===== src/rtl/alu_share_ctrl_pkg.sv =====
// Shared types for the ALU sharing controller: ALU op encoding,
// controller state encoding and the default datapath width.
package alu_pkg;

  localparam int WIDTH_DEF = 4;

  typedef enum logic [1:0] {
    OP_ADD = 2'b00,
    OP_SUB = 2'b01,
    OP_AND = 2'b10,
    OP_OR  = 2'b11
  } alu_op_e;

  typedef enum logic [1:0] {
    ST_IDLE  = 2'b00,
    ST_ISSUE = 2'b01,
    ST_WAIT  = 2'b10,
    ST_RESP  = 2'b11
  } share_state_e;

endpackage


===== src/rtl/alu_share_ctrl_if.sv =====
// Requester-side bus of the ALU sharing controller: per-requester
// valid/ready request channel plus the broadcast one-hot response.
interface alu_share_ctrl_if #(
  parameter int N_REQ = 4,
  parameter int WIDTH = alu_pkg::WIDTH_DEF
);

  logic [N_REQ-1:0]            req_valid;
  logic [N_REQ-1:0]            req_ready;
  logic [N_REQ-1:0][1:0]       req_op;
  logic [N_REQ-1:0][WIDTH-1:0] req_a;
  logic [N_REQ-1:0][WIDTH-1:0] req_b;
  logic [N_REQ-1:0]            resp_valid;
  logic [WIDTH-1:0]            resp_data;
  logic                        resp_err;

  // Requester side
  modport master (
    output req_valid, req_op, req_a, req_b,
    input  req_ready, resp_valid, resp_data, resp_err
  );

  // Controller side
  modport slave (
    input  req_valid, req_op, req_a, req_b,
    output req_ready, resp_valid, resp_data, resp_err
  );

endinterface


===== src/rtl/alu_share_ctrl_rr_grant.sv =====
// Round-robin grant: one-hot select of the first valid requester at or
// above rr_ptr, wrapping modulo N_REQ. Purely combinational.
module rr_grant #(
  parameter int N_REQ = 4,
  parameter int PTR_W = $clog2(N_REQ)
) (
  input  logic [N_REQ-1:0] req_valid,
  input  logic [PTR_W-1:0] rr_ptr,
  output logic [N_REQ-1:0] grant
);

  int   idx;
  logic found;

  // Scan upward from the pointer and keep the first hit
  always_comb begin
    grant = '0;
    found = 1'b0;
    idx   = 0;
    for (int k = 0; k < N_REQ; k++) begin
      idx = int'(rr_ptr) + k;
      if (idx >= N_REQ) idx = idx - N_REQ;
      if (!found && req_valid[idx]) begin
        grant[idx] = 1'b1;
        found      = 1'b1;
      end
    end
  end

endmodule


===== src/rtl/alu_share_ctrl.sv =====
// alu_share_ctrl: shares one ALU between N_REQ requesters.
// Round-robin grant in IDLE, one-cycle issue strobe, wait for the ALU
// result, one-cycle one-hot response to the owner, then back to IDLE.
// Optional feature macro: ALU_SHARE_TIMEOUT_EN -- bounds the WAIT state
// to TIMEOUT cycles and answers with resp_err = 1, resp_data = 0.
module alu_share_ctrl
  import alu_pkg::*;
#(
  parameter int N_REQ   = 4,
  parameter int WIDTH   = WIDTH_DEF,
  parameter int TIMEOUT = 15
) (
  input  logic             clk,
  input  logic             rst,
  alu_share_ctrl_if.slave  bus,
  output logic [1:0]       alu_op,
  output logic [WIDTH-1:0] alu_a,
  output logic [WIDTH-1:0] alu_b,
  output logic             alu_in_valid,
  input  logic [WIDTH-1:0] alu_out,
  input  logic             alu_out_valid,
  output logic             busy
);

  localparam int PTR_W = $clog2(N_REQ);

  if (TIMEOUT < 1) begin : g_timeout_range
    $error("alu_share_ctrl: TIMEOUT must be at least 1");
  end

  share_state_e     state;
  logic [PTR_W-1:0] rr_ptr;
  logic [PTR_W-1:0] owner;
  logic [PTR_W-1:0] grant_idx;
  logic [N_REQ-1:0] grant;
  logic [N_REQ-1:0] resp_valid_q;
  logic [WIDTH-1:0] resp_data_q;
  logic             hs;

  function automatic logic [PTR_W-1:0] next_ptr(input logic [PTR_W-1:0] cur);
    if (int'(cur) == N_REQ - 1) return '0;
    return cur + PTR_W'(1);
  endfunction

  rr_grant #(.N_REQ(N_REQ), .PTR_W(PTR_W)) u_rr_grant (
    .req_valid (bus.req_valid),
    .rr_ptr    (rr_ptr),
    .grant     (grant)
  );

  assign bus.req_ready  = (state == ST_IDLE) ? grant : '0;
  assign hs             = |(bus.req_valid & bus.req_ready);
  assign bus.resp_valid = resp_valid_q;
  assign bus.resp_data  = resp_data_q;
  assign busy           = (state != ST_IDLE);

  // One-hot grant to requester index
  always_comb begin
    grant_idx = '0;
    for (int i = 0; i < N_REQ; i++) begin
      if (grant[i]) grant_idx = PTR_W'(i);
    end
  end

`ifdef ALU_SHARE_TIMEOUT_EN
  localparam int TMO_W = $clog2(TIMEOUT + 1);

  logic [TMO_W-1:0] tmo_cnt;
  logic             resp_err_q;
  logic             tmo_hit;

  // Counter holds TIMEOUT-1 during the last allowed WAIT cycle
  assign tmo_hit      = (tmo_cnt == TMO_W'(TIMEOUT - 1));
  assign bus.resp_err = resp_err_q;
`else
  assign bus.resp_err = 1'b0;
`endif

  // Sequencer FSM with registered ALU issue and response outputs
  always_ff @(posedge clk) begin
    if (!rst) begin
      state        <= ST_IDLE;
      rr_ptr       <= '0;
      owner        <= '0;
      resp_valid_q <= '0;
      resp_data_q  <= '0;
      alu_in_valid <= 1'b0;
      alu_op       <= '0;
      alu_a        <= '0;
      alu_b        <= '0;
`ifdef ALU_SHARE_TIMEOUT_EN
      tmo_cnt      <= '0;
      resp_err_q   <= 1'b0;
`endif
    end else begin
      alu_in_valid <= 1'b0;
      resp_valid_q <= '0;
      unique case (state)
        ST_IDLE: begin
          if (hs) begin
            owner        <= grant_idx;
            alu_op       <= bus.req_op[grant_idx];
            alu_a        <= bus.req_a[grant_idx];
            alu_b        <= bus.req_b[grant_idx];
            alu_in_valid <= 1'b1;
            state        <= ST_ISSUE;
          end
        end
        ST_ISSUE: begin
`ifdef ALU_SHARE_TIMEOUT_EN
          tmo_cnt <= '0;
`endif
          state   <= ST_WAIT;
        end
        ST_WAIT: begin
          if (alu_out_valid) begin
            resp_data_q  <= alu_out;
            resp_valid_q <= N_REQ'(1) << owner;
`ifdef ALU_SHARE_TIMEOUT_EN
            resp_err_q   <= 1'b0;
`endif
            state        <= ST_RESP;
          end
`ifdef ALU_SHARE_TIMEOUT_EN
          else if (tmo_hit) begin
            resp_data_q  <= '0;
            resp_valid_q <= N_REQ'(1) << owner;
            resp_err_q   <= 1'b1;
            state        <= ST_RESP;
          end else begin
            tmo_cnt <= tmo_cnt + TMO_W'(1);
          end
`endif
        end
        ST_RESP: begin
          rr_ptr <= next_ptr(owner);
          state  <= ST_IDLE;
        end
        default: state <= ST_IDLE;
      endcase
    end
  end

endmodule


===== src/flat_wrapper.sv =====
// flat-port wrapper written by rule: the top's interface ports become plain ports
module alu_share_ctrl_flat import alu_pkg::*;
#(
  parameter int N_REQ   = 4,
  parameter int WIDTH   = WIDTH_DEF,
  parameter int TIMEOUT = 15
)
  (clk, rst, alu_op, alu_a, alu_b, alu_in_valid, alu_out, alu_out_valid, busy, bus_req_valid, bus_req_op, bus_req_a, bus_req_b, bus_req_ready, bus_resp_valid, bus_resp_data, bus_resp_err);
  alu_share_ctrl_if #(.N_REQ(N_REQ), .WIDTH(WIDTH)) bus_i ();
  input  logic clk;
  input  logic rst;
  output logic [1:0] alu_op;
  output logic [WIDTH-1:0] alu_a;
  output logic [WIDTH-1:0] alu_b;
  output logic alu_in_valid;
  input  logic [WIDTH-1:0] alu_out;
  input  logic alu_out_valid;
  output logic busy;
  input wire logic [$bits(bus_i.req_valid)-1:0] bus_req_valid;
  input wire logic [$bits(bus_i.req_op)-1:0] bus_req_op;
  input wire logic [$bits(bus_i.req_a)-1:0] bus_req_a;
  input wire logic [$bits(bus_i.req_b)-1:0] bus_req_b;
  output wire logic [$bits(bus_i.req_ready)-1:0] bus_req_ready;
  output wire logic [$bits(bus_i.resp_valid)-1:0] bus_resp_valid;
  output wire logic [$bits(bus_i.resp_data)-1:0] bus_resp_data;
  output wire logic [$bits(bus_i.resp_err)-1:0] bus_resp_err;
  assign bus_i.req_valid = bus_req_valid;
  assign bus_i.req_op = bus_req_op;
  assign bus_i.req_a = bus_req_a;
  assign bus_i.req_b = bus_req_b;
  assign bus_req_ready = bus_i.req_ready;
  assign bus_resp_valid = bus_i.resp_valid;
  assign bus_resp_data = bus_i.resp_data;
  assign bus_resp_err = bus_i.resp_err;
  alu_share_ctrl #(.N_REQ(N_REQ), .WIDTH(WIDTH), .TIMEOUT(TIMEOUT)) u_core (.clk(clk), .rst(rst), .bus(bus_i), .alu_op(alu_op), .alu_a(alu_a), .alu_b(alu_b), .alu_in_valid(alu_in_valid), .alu_out(alu_out), .alu_out_valid(alu_out_valid), .busy(busy));
endmodule

===== config.mk =====
export PLATFORM = sky130hd
export DESIGN_NAME = alu_share_ctrl_flat
export DESIGN_NICKNAME = d
export VERILOG_FILES = /design/src/rtl/alu_share_ctrl_pkg.sv /design/src/rtl/alu_share_ctrl_if.sv /design/src/rtl/alu_share_ctrl_rr_grant.sv /design/src/rtl/alu_share_ctrl.sv /design/src/flat_wrapper.sv
export SDC_FILE = /design/constraint.sdc
export NUM_CORES = 1
export LEC_CHECK = 0
export ABC_AREA = 1
export ABC_CLOCK_PERIOD_IN_PS = 5050
export CAP_MARGIN = 5
export CORE_ASPECT_RATIO = 0.7
export CORE_MARGIN = 3
export CORE_UTILIZATION = 48
export DETAILED_ROUTE_END_ITERATION = 8
export PLACE_DENSITY_LB_ADDON = 0.08
export SYNTH_ARGS = -nofsm -noshare
export SYNTH_HDL_FRONTEND = slang
export SYNTH_HIERARCHICAL = 1
export SYNTH_SLANG_ARGS = --single-unit

===== constraint.sdc =====
create_clock -name clk -period 5.05 [get_ports clk]
set_input_delay 0.505 -clock clk [delete_from_list [all_inputs] [get_ports clk]]
set_output_delay 0.505 -clock clk [all_outputs]
set_load 0.01 [all_outputs]

Word-level counts from Yosys, hierarchy flattened
Index checks and enable logic that the tools add are counted.

word-level totals
  bits in registers = 25
  input port bits = 51
  output and inout port bits = 25
  logic and storage cells = 109

operators by class
  add/sub/neg operators = 8
  magnitude comparators = 13
  eq/ne operators = 6
  shift operators = 1
  mux-type cells = 50
  bitwise operators = 4
  reduce and logical (&&, ||, !) cells = 18

operators by type and width
  cell                   count
  $ge A32 B1 Y1 const B  4
  $lt A32 B4 Y1 const B  4
  $mux W32               4
  $mux W4                7
  $mux W1                20
  $bmux W4 S2            2
  $mux W2                7
  $or A4 B4 Y4           3
  $sub A3 B3 Y4 const B  3
  $ge A3 B3 Y1 const B   3
  $bmux W1 S2            4
  $demux W1 S2           4
  $pmux W2 S4            1
  $reduce_and A2 Y1      4
  $logic_and A1 B1 Y1    7
  $add A2 B2 Y3 const B  2
  $and A4 B4 Y4          1
  $bmux W2 S2            1
  $eq A2 B1 Y1 const B   2
  $eq A2 B2 Y1 const B   2
  $reduce_or A4 Y1       1
  $shl A1 B2 Y4 const A  1
  $sub A2 B3 Y4 const B  1
  $add A2 B1 Y3 const B  1
  other kinds (9)        11

Longest topological paths before layout
Gate-level depths: netlist (run 1).

  depth after elaboration = 20
  depth in mapped cells = 19
  depth with buffers taken out = 18

By module
Netlist (run 1), hierarchy kept.

modules (own cells, without submodules)
  module          times used  cells an instance  area each (µm²)  sequential area each (µm²)
  alu_share_ctrl  1           245                1,570.3          500.5
  rr_grant        1           75                 421.7            0.0

Worst setup path before layout (run 1)
Ideal clock, no wire load.

  path type = reg-to-reg
  start = register u_core.rr_ptr[0]
  end = register u_core.alu_a[0]
  library setup time = 109 ps
  data arrival time = 2,225 ps
  required time = 4,941 ps
  path slack = 2,716 ps
  stages on the path, launching flop included = 20
  buffers on the path = 1
  clock period less this slack = 2,334 ps
  cells stage by stage = dfxtp_1 -> inv_2 -> ha_1 -> inv_1 -> nand3_1 -> nand2_1 -> nand2_4 -> nor2_4 -> nand2_1 -> nand3_1 -> inv_1 -> nand2_1 -> nand2_1 -> buf_2 -> nand2_1 -> nand2_1 -> nand2_1 -> nand3_1 -> nand2_1 -> inv_1

between the ends
  elaborated cells between the ends (all ways) = 72
  classes of those cells = add/sub: 7; order compare: 12; mux: 37; bitwise: 4; reduce/logical: 12

RTL lines
  item                                                                       RTL line                                     text
  start: declaration                                                         alu_share_ctrl.sv:32                         logic [PTR_W-1:0] rr_ptr;
  start signal: assignment                                                   alu_share_ctrl.sv:136                        rr_ptr <= next_ptr(owner);
  branches (longest 14 deep; another with $ge A32 B1 Y1)                     --
  $mux W4 (*)                                                                alu_share_ctrl_rr_grant.sv:23                if (!found && req_valid[idx]) begin
  net u_core.grant[2]                                                        alu_share_ctrl.sv:35                         logic [N_REQ-1:0] grant;
  $mux W2 / $mux W4 (equally long branches)                                  alu_share_ctrl.sv:61, alu_share_ctrl.sv:51
  $mux W2 / $and A4 B4 Y4 (equally long branches)                            alu_share_ctrl.sv:61, alu_share_ctrl.sv:52
  $bmux W4 S2 / $reduce_or A4 Y1 (equally long branches)                     alu_share_ctrl.sv:103, alu_share_ctrl.sv:52
  $mux W4 (not written as such) / $reduce_and A2 Y1 (equally long branches)  --
  end signal: assignment                                                     alu_share_ctrl.sv:103                        alu_a <= bus.req_a[grant_idx];
  end: declaration                                                           alu_share_ctrl.sv:17                         output logic [WIDTH-1:0] alu_a,

Mark *: on every way through the listed nets, which the timed path passes. The select of a mux whose other input is x is not followed.
A chain may end at the register's enable or synchronous reset.

Worst setup path in the final report (run 1)
  start = register u_core.rr_ptr[0]
  end = register u_core.alu_op[0]

between the ends
  elaborated cells between the ends (all ways) = 72
  classes of those cells = add/sub: 7; order compare: 12; mux: 37; bitwise: 4; reduce/logical: 12

RTL lines
  item                                                                       RTL line                                     text
  branches (longest 14 deep; another with $ge A32 B1 Y1)                     --
  $mux W4 (*)                                                                alu_share_ctrl_rr_grant.sv:23
  net u_core.grant[2]                                                        alu_share_ctrl.sv:35
  $mux W2 / $mux W4 (equally long branches)                                  alu_share_ctrl.sv:61, alu_share_ctrl.sv:51
  $mux W2 / $and A4 B4 Y4 (equally long branches)                            alu_share_ctrl.sv:61, alu_share_ctrl.sv:52
  $bmux W2 S2 / $reduce_or A4 Y1 (equally long branches)                     alu_share_ctrl.sv:102, alu_share_ctrl.sv:52
  $mux W2 (not written as such) / $reduce_and A2 Y1 (equally long branches)  --
  end signal: assignment                                                     alu_share_ctrl.sv:102                        alu_op <= bus.req_op[grant_idx];
  end: declaration                                                           alu_share_ctrl.sv:16                         output logic [1:0] alu_op,

Marks and branches as above.

==> results of run 1 <==
worst paths after layout:
kind,startpoint,endpoint,slack [ns],depth (start not counted)
worst min register to register,u_core/bus.resp_data[1]$_SDFFE_PN0P_,u_core/bus.resp_data[1]$_SDFFE_PN0P_,0.49,2
worst min-delay path,u_core/bus.resp_data[1]$_SDFFE_PN0P_,u_core/bus.resp_data[1]$_SDFFE_PN0P_,0.49,2
worst max register to register,u_core/rr_ptr[0]$_SDFFE_PN0N_,u_core/alu_op[0]$_SDFFE_PN0P_,1.41,18
worst max-delay path,u_core/rr_ptr[0]$_SDFFE_PN0N_,u_core/alu_op[0]$_SDFFE_PN0P_,1.41,18
state kept, by name, summed over array words and instances, names as in the netlist:
name,flops
u_core/bus.resp_valid,4
u_core/alu_b,4
u_core/owner,2
u_core/alu_a,4
u_core/alu_in_valid,1
u_core/rr_ptr,2
u_core/bus.resp_data,4
u_core/state,2
u_core/alu_op,2
stage by stage:
stage | hold WS [ns] | std cells | instance area [um2]
floorplan | 0.442 | 320 | 1990
finish | 0.488 | 434 | 2750
detailed placement | 0.474 | 430 | 2710
CTS | 0.493 | 434 | 2750
global placement | 0.461 | 430 | 2710
global route | 0.514 | 434 | 2750
final cells by class:
class                      count  area [um2]  share of cell area
multi-input combinational    231        1210               0.439
clock buffer                   4        45.0              0.0164
timing repair buffer          74         741               0.269
inverter                      50         193              0.0701
tap                           50        62.6              0.0227
sequential                    25         500               0.182
cells by family after synthesis:
| kind of cell | count (synthesis) | share of synthesized area |
|---|---|---|
| simple gates | 206 | 0.499 |
| other cells | 1 | 0.00188 |
| fa+ha+maj | 12 | 0.0754 |
| buf+inv | 64 | 0.142 |
| flops | 25 | 0.251 |
| compound gates | 12 | 0.0301 |
power groups by stage:
stage                     sequential [uW]  clock, uW  combinational (uW)
final                                 314        114                 822
after CTS                             315        118                 810
after global placement                315          0                 788
after detailed placement              319          0                 803
after global routing                  324        126                 907
after floorplan                       332          0                 550
per-layer routing:
layer / GRT usage / vias up / part of all wire
met5: 0 / - / 0
met4: 0.0466 / 0 / 0.0059
met3: 0.0275 / 4 / 0.092
met2: 0.332 / 128 / 0.42
met1: 0.346 / 972 / 0.48
li1: - / 1116 / -
worst register-to-register path: stages (launching register included):
cell and delay [ns]:
dfxtp_1 0.58, inv_2 0.19, ha_1 0.39, inv_1 0.11, nand3_1 0.08, nand2_1 0.11, nand2_4 0.07, nor2_4 0.13
nand2_1 0.06, nand3_1 0.13, inv_1 0.06, nand2_1 0.46, nand2_1 0.59, nand2_1 0.18, nand2_1 0.07, nand2_1 0.08
nand3_1 0.12, nand2_1 0.09, inv_1 0.03
cells in the mapped netlist (3+ instances only):
library cell	n
nor2_1	29
ha_1	12
buf_2	6
dfxtp_1	25
nand2_1	86
nand2_4	3
o21ai_0	7
a21oi_1	5
nand3_1	57
clkbuf_1	3
nor2_2	9
nand3b_1	11
nand2_2	3
nand3_2	5
inv_1	47
==> out/results.ini, run 1 <==
[sta]
setup-tns-final_ns=0
clock_skew_ns=0.00176
setup_viol_count_final=0
slew_violations=0
setup_ws_ns=1.41
hold_viol_final=0
slew_headroom=0.543
final.period_utilization=0.721
min_period_ns=3.64
rsz0062_at_grt=no
worstMarginPinSlew_ns=0.684
fmax_mhz=275

[run]
cap_viol_max_count=0

[logic_synthesis]
syn_inst=320
synth.top_cell.area_share=0.251
ys_warn_count=6
synth_ff_type=dfxtp_1
yosysUniqueCellTypes=25
synth_area_leaders=dfxtp_1, nand2_1, nand3_1, inv_1, ha_1
synth_nets=383
syn_area_mm2=0.00199
async_flop_share=0
yosysSeqAreaShare=0.251
synth_edf_count=0
synth_area_leader_cell=dfxtp_1
synth.ff_latch_count=25
syn_avg_cell_area_um2=6.22

[floorplanning]
start_util=0.533
dieArea_mm2=0.00497
rows=18
die_y_um=59.9
die_width_um=83.0
pin_count=76
core_mm2=0.00374

[critical_path]
path_buf_inv=4
crit_arrival_ns=3.81
worstPathRequired_ns=5.22
endpoint_kind=flip-flop
crit_top_cell=nand2_1
path_max_fanout=21
crit_path_max_incr_delay_ns=0.59
critPathKind=flip-flop to flip-flop
crit_path_start_kind=flip-flop
path_cells=inv_2 -> ha_1 -> inv_1 -> nand3_1 -> nand2_1 -> nand2_4 -> nor2_4 -> nand2_1 -> nand3_1 -> inv_1 -> nand2_1 -> nand2_1 -> nand2_1 -> nand2_1 -> nand2_1 -> nand3_1 -> nand2_1 -> inv_1
cpLargestDelayFamily=simple AND/OR/NAND/NOR gates
critical-path-slowest-cell=nand2_1

[placed_design]
place_ws_ns=1.51
gp_congestion=0.990
io_buffers=74
dpl.hpwl_mm=4.41

[final_layout]
final_cell_mix=nand2_1, clkdlybuf4s50_1, nand3_1
finish.utilization=0.736
num-fill-cells=319
syn2layout_area_growth_pct=38.1
finalNetCount=448
final_layout_size_suffix_gt1_frac=0.0729
diodes=0
mostFrequentLayoutCell=nand2_1

[grt]
grt_pass1_wl_mm=9.01
grt_max_degree=22
overflow=0
first_global_vias=1886
track_usage=0.224
antenna_found_initial=0

[outcome]
status=finished clean

[power_and_ir_drop]
p_int_uw=654
switchingPower_uw=596
leakagePower_uw=0.00136
combPwrFrac=0.657
swShare=0.477
ir_drop_mv=0.287
power.total_uw=1250
power_density_mw_per_mm2=455
clockPowerShare=0.091
p_seq_frac=0.251

[routing]
antenna_left=0
wl_per_cell_um=12.8
drt_pre_antenna_iters=5
drt_iter0_markers=159
routed_via_density=5.12
drc=0
wirelength_mm=5.56
vias=2220

[clock_tree]
clockBufferDepth=2
postCtsSetupRepairBufs=0
h-tree-depth=1
cts_resized=0
cts_num_sinks=25
cts.clk_slew.worst_paths_ns=0.08
cts_root_buffer=clkbuf_8
worstSkewPairLatency_ns=0.26
cts_tree=done
holdBufCountCts=0
numCtsBuffers=3

[worst_hold_path]
hold_path.class=flip-flop to flip-flop

Note: power is estimated with default switching activity, not from simulation.
==> run 2, diff against run 1 <==
- ABC_CLOCK_PERIOD_IN_PS: 5050 -> 3500
- CORE_UTILIZATION: 48 -> 44
- clock period: 5.05 -> 3.5 ns (I/O delays scaled with it)
==> out/results.ini, run 2 (synthesis results as in run 1) <==
[grt]
track_usage=0.203  ; was 0.224
met1_usage=0.342  ; was 0.346
overflow=0  ; unchanged
grt_pass1_wl_mm=9.05  ; was 9.01 mm
first_global_vias=1904  ; was 1886
antenna_found_initial=0  ; unchanged
use_met2=0.266  ; was 0.332
grt_max_degree=22  ; unchanged
grtUsageMet3=0.0291  ; was 0.0275
busiest_layer=met1  ; unchanged

[clock_tree]
cts_tree=done  ; unchanged
cts_root_buffer=clkbuf_8  ; unchanged
h-tree-depth=1  ; unchanged
clockBufferDepth=2  ; unchanged
numCtsBuffers=3  ; unchanged
postCtsSetupRepairBufs=0  ; unchanged
cts_num_sinks=25  ; unchanged
cts.clk_slew.worst_paths_ns=0.08  ; about the same
holdBufCountCts=0  ; unchanged
cts_resized=0  ; unchanged
worstSkewPairLatency_ns=0.26  ; about the same

[placed_design]
place_area_mm2=0.00274  ; was 0.00271 mm2
gp_congestion=0.900  ; was 0.990
place_ws_ns=0.635  ; was 1.51 ns
io_buffers=74  ; unchanged
dpl.hpwl_mm=4.26  ; was 4.41 mm
place_inst=436  ; was 430

[worst_hold_path]
holdCritStartpoint=u_core/bus.resp_data[2]$_SDFFE_PN0P_  ; was u_core/bus.resp_data[1]$_SDFFE_PN0P_
holdPathStages=2  ; unchanged
hold_path_end=u_core/bus.resp_data[2]$_SDFFE_PN0P_  ; was u_core/bus.resp_data[1]$_SDFFE_PN0P_
hold_path.class=flip-flop to flip-flop  ; unchanged

[sta]
rsz0062_at_grt=no  ; unchanged
clock_skew_ns=0.00621  ; was 0.00176 ns
fmax_mhz=330
setup-tns-final_ns=0  ; unchanged
slew_headroom=0.555  ; was 0.543
slew_violations=0  ; unchanged
worstMarginPinSlew_ns=0.666  ; was 0.684 ns
setup_ws_ns=0.473  ; was 1.41 ns
hold_viol_final=0  ; unchanged
min_period_ns=3.03
final.period_utilization=0.865
setup_viol_count_final=0  ; unchanged

[final_layout]
syn2layout_area_growth_pct=39.8  ; was 38.1%
final_layout_size_suffix_gt1_frac=0.0851  ; was 0.0729
diodes=0  ; unchanged
num-fill-cells=377  ; was 319
finish.utilization=0.673  ; was 0.736
finalNetCount=452  ; was 448
mostFrequentLayoutCell=nand2_1  ; unchanged
design_area_mm2=0.00278  ; was 0.00275 mm2
fin_cells=440  ; was 434
final_cell_mix=nand2_1, clkdlybuf4s50_1, nand3_1  ; unchanged

[critical_path]
path_max_fanout=8  ; was 21
crit_path_start_kind=flip-flop  ; unchanged
crit_arrival_ns=2.68  ; was 3.81 ns
r2r_slack_ns=0.57  ; was 1.41 ns
r2r-end=u_core/alu_op[0]$_SDFFE_PN0P_  ; unchanged
r2r_start=u_core/rr_ptr[1]$_SDFFE_PN0N_  ; was u_core/rr_ptr[0]$_SDFFE_PN0N_
critPathKind=flip-flop to primary output  ; was flip-flop to flip-flop
worstRegToRegCells=18  ; unchanged
endpoint_kind=primary output  ; was flip-flop
worstPathRequired_ns=3.15  ; was 5.22 ns

[power_and_ir_drop]
swShare=0.470  ; was 0.477
p_int_uw=962  ; was 654 uW
power_density_mw_per_mm2=652  ; was 455 mW/mm2
switchingPower_uw=853  ; was 596 uW
combPwrFrac=0.665  ; was 0.657
leakagePower_uw=0.00138  ; was 0.00136 uW
ir_drop_mv=0.568  ; was 0.287 mV
p_seq_frac=0.245  ; was 0.251
clockPowerShare=0.090  ; was 0.091

[routing]
antenna_left=0  ; unchanged
routed_via_density=4.91  ; was 5.12
wl_per_cell_um=12.5  ; was 12.8 um
drt_pre_antenna_iters=5  ; unchanged
vias=2159  ; was 2220
wirelength_mm=5.49  ; was 5.56 mm
drc=0  ; unchanged
drt_iter0_markers=178  ; was 159

[floorplanning]
start_util=0.482  ; was 0.533
die_y_um=62.3  ; was 59.9 um
rows=19  ; was 18
die_width_um=86.4  ; was 83.0 um
dieArea_mm2=0.00538  ; was 0.00497 mm2
pin_count=76  ; unchanged
core_mm2=0.00414  ; was 0.00374 mm2

[run]
cap_viol_max_count=0  ; unchanged

[outcome]
status=finished clean  ; unchanged

run 2: changes by cell type in the layout (fill, tap and decap cells not counted), sizes merged:
cell,before,now
buf,0,4
clkinv,0,1
clkbuf,4,3
run 2: per-layer routing:
metal,routed length (um),share of wire
met3,546,0.10
met4,0,0
met2,2140,0.39
met5,0,0
met1,2800,0.51
run 2: worst max-delay path by stage:
stage	startpoint	end	slack, ns	cells past startpoint
5_1_grt	u_core/rr_ptr[1]$_SDFFE_PN0N_	u_core/alu_b[2]$_SDFFE_PN0P_	0.29	18
2_1_floorplan	u_core/rr_ptr[0]$_SDFFE_PN0N_	u_core/alu_a[0]$_SDFFE_PN0P_	1.17	19
4_1_cts	u_core/rr_ptr[1]$_SDFFE_PN0N_	bus_req_ready[3]	0.49	12
3_3_place_gp	bus_req_valid[0]	u_core/alu_op[0]$_SDFFE_PN0P_	0.70	18
6_report	u_core/rr_ptr[1]$_SDFFE_PN0N_	bus_req_ready[2]	0.47	12
3_5_place_dp	u_core/rr_ptr[1]$_SDFFE_PN0N_	u_core/alu_op[0]$_SDFFE_PN0P_	0.63	18
run 2: critical path, cell delays in order, from the launching register on:
cell and delay (ns):
dfxtp_1 0.48, inv_1 0.19, ha_1 0.36, inv_1 0.10, nand3_1 0.08, nand2_1 0.11
nand2_4 0.07, nor2_4 0.13, nand2_1 0.06, nand3_1 0.13, nand2_1 0.07, inv_1 0.08
clkdlybuf4s50_1 0.54
run 2: cell type report:
cell class / count / area, um2 / area share
Inverter: 50 / 193 / 0.0692
Sequential cell: 25 / 500 / 0.180
Tap cell: 52 / 65.1 / 0.0234
Clock buffer: 3 / 41.3 / 0.0148
Clock inverter: 1 / 5.00 / 0.00180
Multi-Input combinational cell: 231 / 1210 / 0.434
Timing Repair Buffer: 78 / 771 / 0.277
run 2: power by group through the flow:
stage	clock, uW	combinational [uW]	sequential (uW)
6_report	163	1210	445
5_1_grt	182	1350	460
4_1_cts	168	1200	448
2_1_floorplan	0	794	480
3_5_place_dp	0	1190	453
3_3_place_gp	0	1180	450
run 2: through the flow:
stage	power, uW	hold slack [ns]
after floorplan	1270	0.442
after global placement	1630	0.463
after detailed placement	1650	0.474
after CTS	1820	0.493
after global routing	2000	0.529
final	1820	0.485
==> run 3, diff against run 2 <==
- CORE_UTILIZATION: 44 -> 55
- DONT_BUFFER_PORTS: unset -> 1
==> out/results.ini, run 3 (synthesis results as in run 1) <==
[run]
cap_viol_max_count=0  ; unchanged

[sta]
setup_viol_count_final=0  ; unchanged
min_period_ns=2.73  ; was 3.03 ns
clock_skew_ns=0.00298  ; was 0.00621 ns
setup_ws_ns=0.771  ; was 0.473 ns
fmax_mhz=366  ; was 330 MHz
final.period_utilization=0.780  ; was 0.865
worstMarginPinSlew_ns=0.669  ; was 0.666 ns
rsz0062_at_grt=no  ; unchanged
hold_viol_final=0  ; unchanged
setup-tns-final_ns=0  ; unchanged
slew_headroom=0.553  ; was 0.555
slew_violations=0  ; unchanged

[clock_tree]
cts_resized=0  ; unchanged
h-tree-depth=1  ; unchanged
clockBufferDepth=2  ; unchanged
postCtsSetupRepairBufs=0  ; unchanged
holdBufCountCts=0  ; unchanged
cts.clk_slew.worst_paths_ns=0.08  ; about the same
cts_root_buffer=clkbuf_8  ; unchanged
worstSkewPairLatency_ns=0.26  ; about the same
numCtsBuffers=3  ; unchanged
cts_tree=done  ; unchanged
cts_num_sinks=25  ; unchanged

[placed_design]
io_buffers=0  ; was 74
gp_congestion=0.888  ; was 0.900
dpl.hpwl_mm=3.55  ; was 4.26 mm
place_ws_ns=0.802  ; was 0.635 ns

[final_layout]
seqCellArea_um2=500  ; unchanged
finalNetCount=378  ; was 452
multiInputGateArea_mm2=0.00121  ; unchanged
final_layout_size_suffix_gt1_frac=0.105  ; was 0.0851
final_cell_mix=nand2_1, nand3_1, inv_1  ; was nand2_1, clkdlybuf4s50_1, nand3_1
num-fill-cells=322  ; was 377
finish.utilization=0.618  ; was 0.673
mostFrequentLayoutCell=nand2_1  ; unchanged
diodes=0  ; unchanged
syn2layout_area_growth_pct=2.26  ; was 39.8%

[routing]
drc=0  ; unchanged
routed_via_density=5.16  ; was 4.91
wirelength_mm=4.56  ; was 5.49 mm
wl_per_cell_um=12.6  ; was 12.5 um
drt_pre_antenna_iters=4  ; was 5
antenna_left=0  ; unchanged
drt_iter0_markers=123  ; was 178
vias=1861  ; was 2159

[critical_path]
critPathKind=flip-flop to flip-flop  ; was flip-flop to primary output
endpoint_kind=flip-flop  ; was primary output
worstPathRequired_ns=3.67  ; was 3.15 ns
crit_path_start_kind=flip-flop  ; unchanged
crit_arrival_ns=2.89  ; was 2.68 ns
path_max_fanout=11  ; was 8

[floorplanning]
pin_count=76  ; unchanged
die_width_um=77.9  ; was 86.4 um
start_util=0.604  ; was 0.482
core_mm2=0.00330  ; was 0.00414 mm2
die_y_um=56.4  ; was 62.3 um
rows=17  ; was 19
dieArea_mm2=0.00439  ; was 0.00538 mm2

[grt]
first_global_vias=1609  ; was 1904
grtUsageMet3=0.0417  ; was 0.0291
track_usage=0.207  ; was 0.203
overflow=0  ; unchanged
grt_max_degree=22  ; unchanged
busiest_layer=met1  ; unchanged
met1_usage=0.341  ; was 0.342
use_met2=0.268  ; was 0.266
grt_pass1_wl_mm=7.53  ; was 9.05 mm
antenna_found_initial=0  ; unchanged

[power_and_ir_drop]
power.total_uw=1560  ; was 1820 uW
leakagePower_uw=0.00110  ; was 0.00138 uW
power_density_mw_per_mm2=765  ; was 652 mW/mm2
ir_drop_mv=0.293  ; was 0.568 mV

[worst_hold_path]
hold_path.class=primary input to flip-flop  ; was flip-flop to flip-flop

[outcome]
status=finished clean  ; unchanged

==> run 3: cell types whose count changed in the layout (fill, tap and decap cells not counted) <==
cell,change
clkdlybuf4s50_1,-74
==> run 3: layout make-up <==
type                       instances  share of cell area
clock buffer                       3              0.0203
tap                               47              0.0289
inverter                          50              0.0946
sequential                        25               0.246
clock inverter                     1             0.00246
timing repair buffer               4              0.0147
multi-input combinational        231               0.593
==> run 3: worst paths after layout <==
path                                 start                             endpoint  slack (ns)  cells after the start
max          u_core/rr_ptr[1]$_SDFFE_PN0N_        u_core/alu_op[0]$_SDFFE_PN0P_        0.77                     15
min reg2reg   u_core/owner[0]$_SDFFE_PN0P_  u_core/bus.resp_valid[0]$_SDFF_PP0_        0.49                      1
min                                    rst         u_core/state[1]$_SDFFE_PN0P_        0.20                      2
max reg2reg  u_core/rr_ptr[1]$_SDFFE_PN0N_        u_core/alu_op[0]$_SDFFE_PN0P_        0.77                     15
==> run 3: critical path, stage by stage, from the launching register on <==
cell     delay, ns
dfxtp_1       0.33
inv_1         0.12
ha_1          0.36
inv_1         0.08
nand3_1       0.08
nand2_1       0.08
nand2_4       0.09
inv_2         0.05
nand3_1       0.06
nand3_1       0.14
nor2_1        0.53
inv_1         0.33
nand2_1       0.15
nand3_1       0.11
nand2_1       0.09
inv_1         0.03
==> run 3: layer usage <==
layer | routed length [um] | vias up | share of wire
li1 | - | 983 | -
met1 | 2260 | 792 | 0.50
met2 | 1810 | 86 | 0.40
met3 | 494 | 0 | 0.11
met4 | 0 | 0 | 0
met5 | 0 | - | 0
==> run 3: through the flow <==
step / cells / area [um2] / hold slack, ns
finish: 361 / 2040 / 0.201
global placement: 357 / 1990 / 0.460
detailed placement: 357 / 1990 / 0.464
CTS: 361 / 2040 / 0.194
floorplan: 320 / 1990 / 0.442
global route: 361 / 2040 / 0.214
==> run 3: power breakdown <==
group	switching (uW)	internal [uW]	total, uW
Combinational	609	299	908
Clock	85.0	79.3	164
Sequential	107	379	486
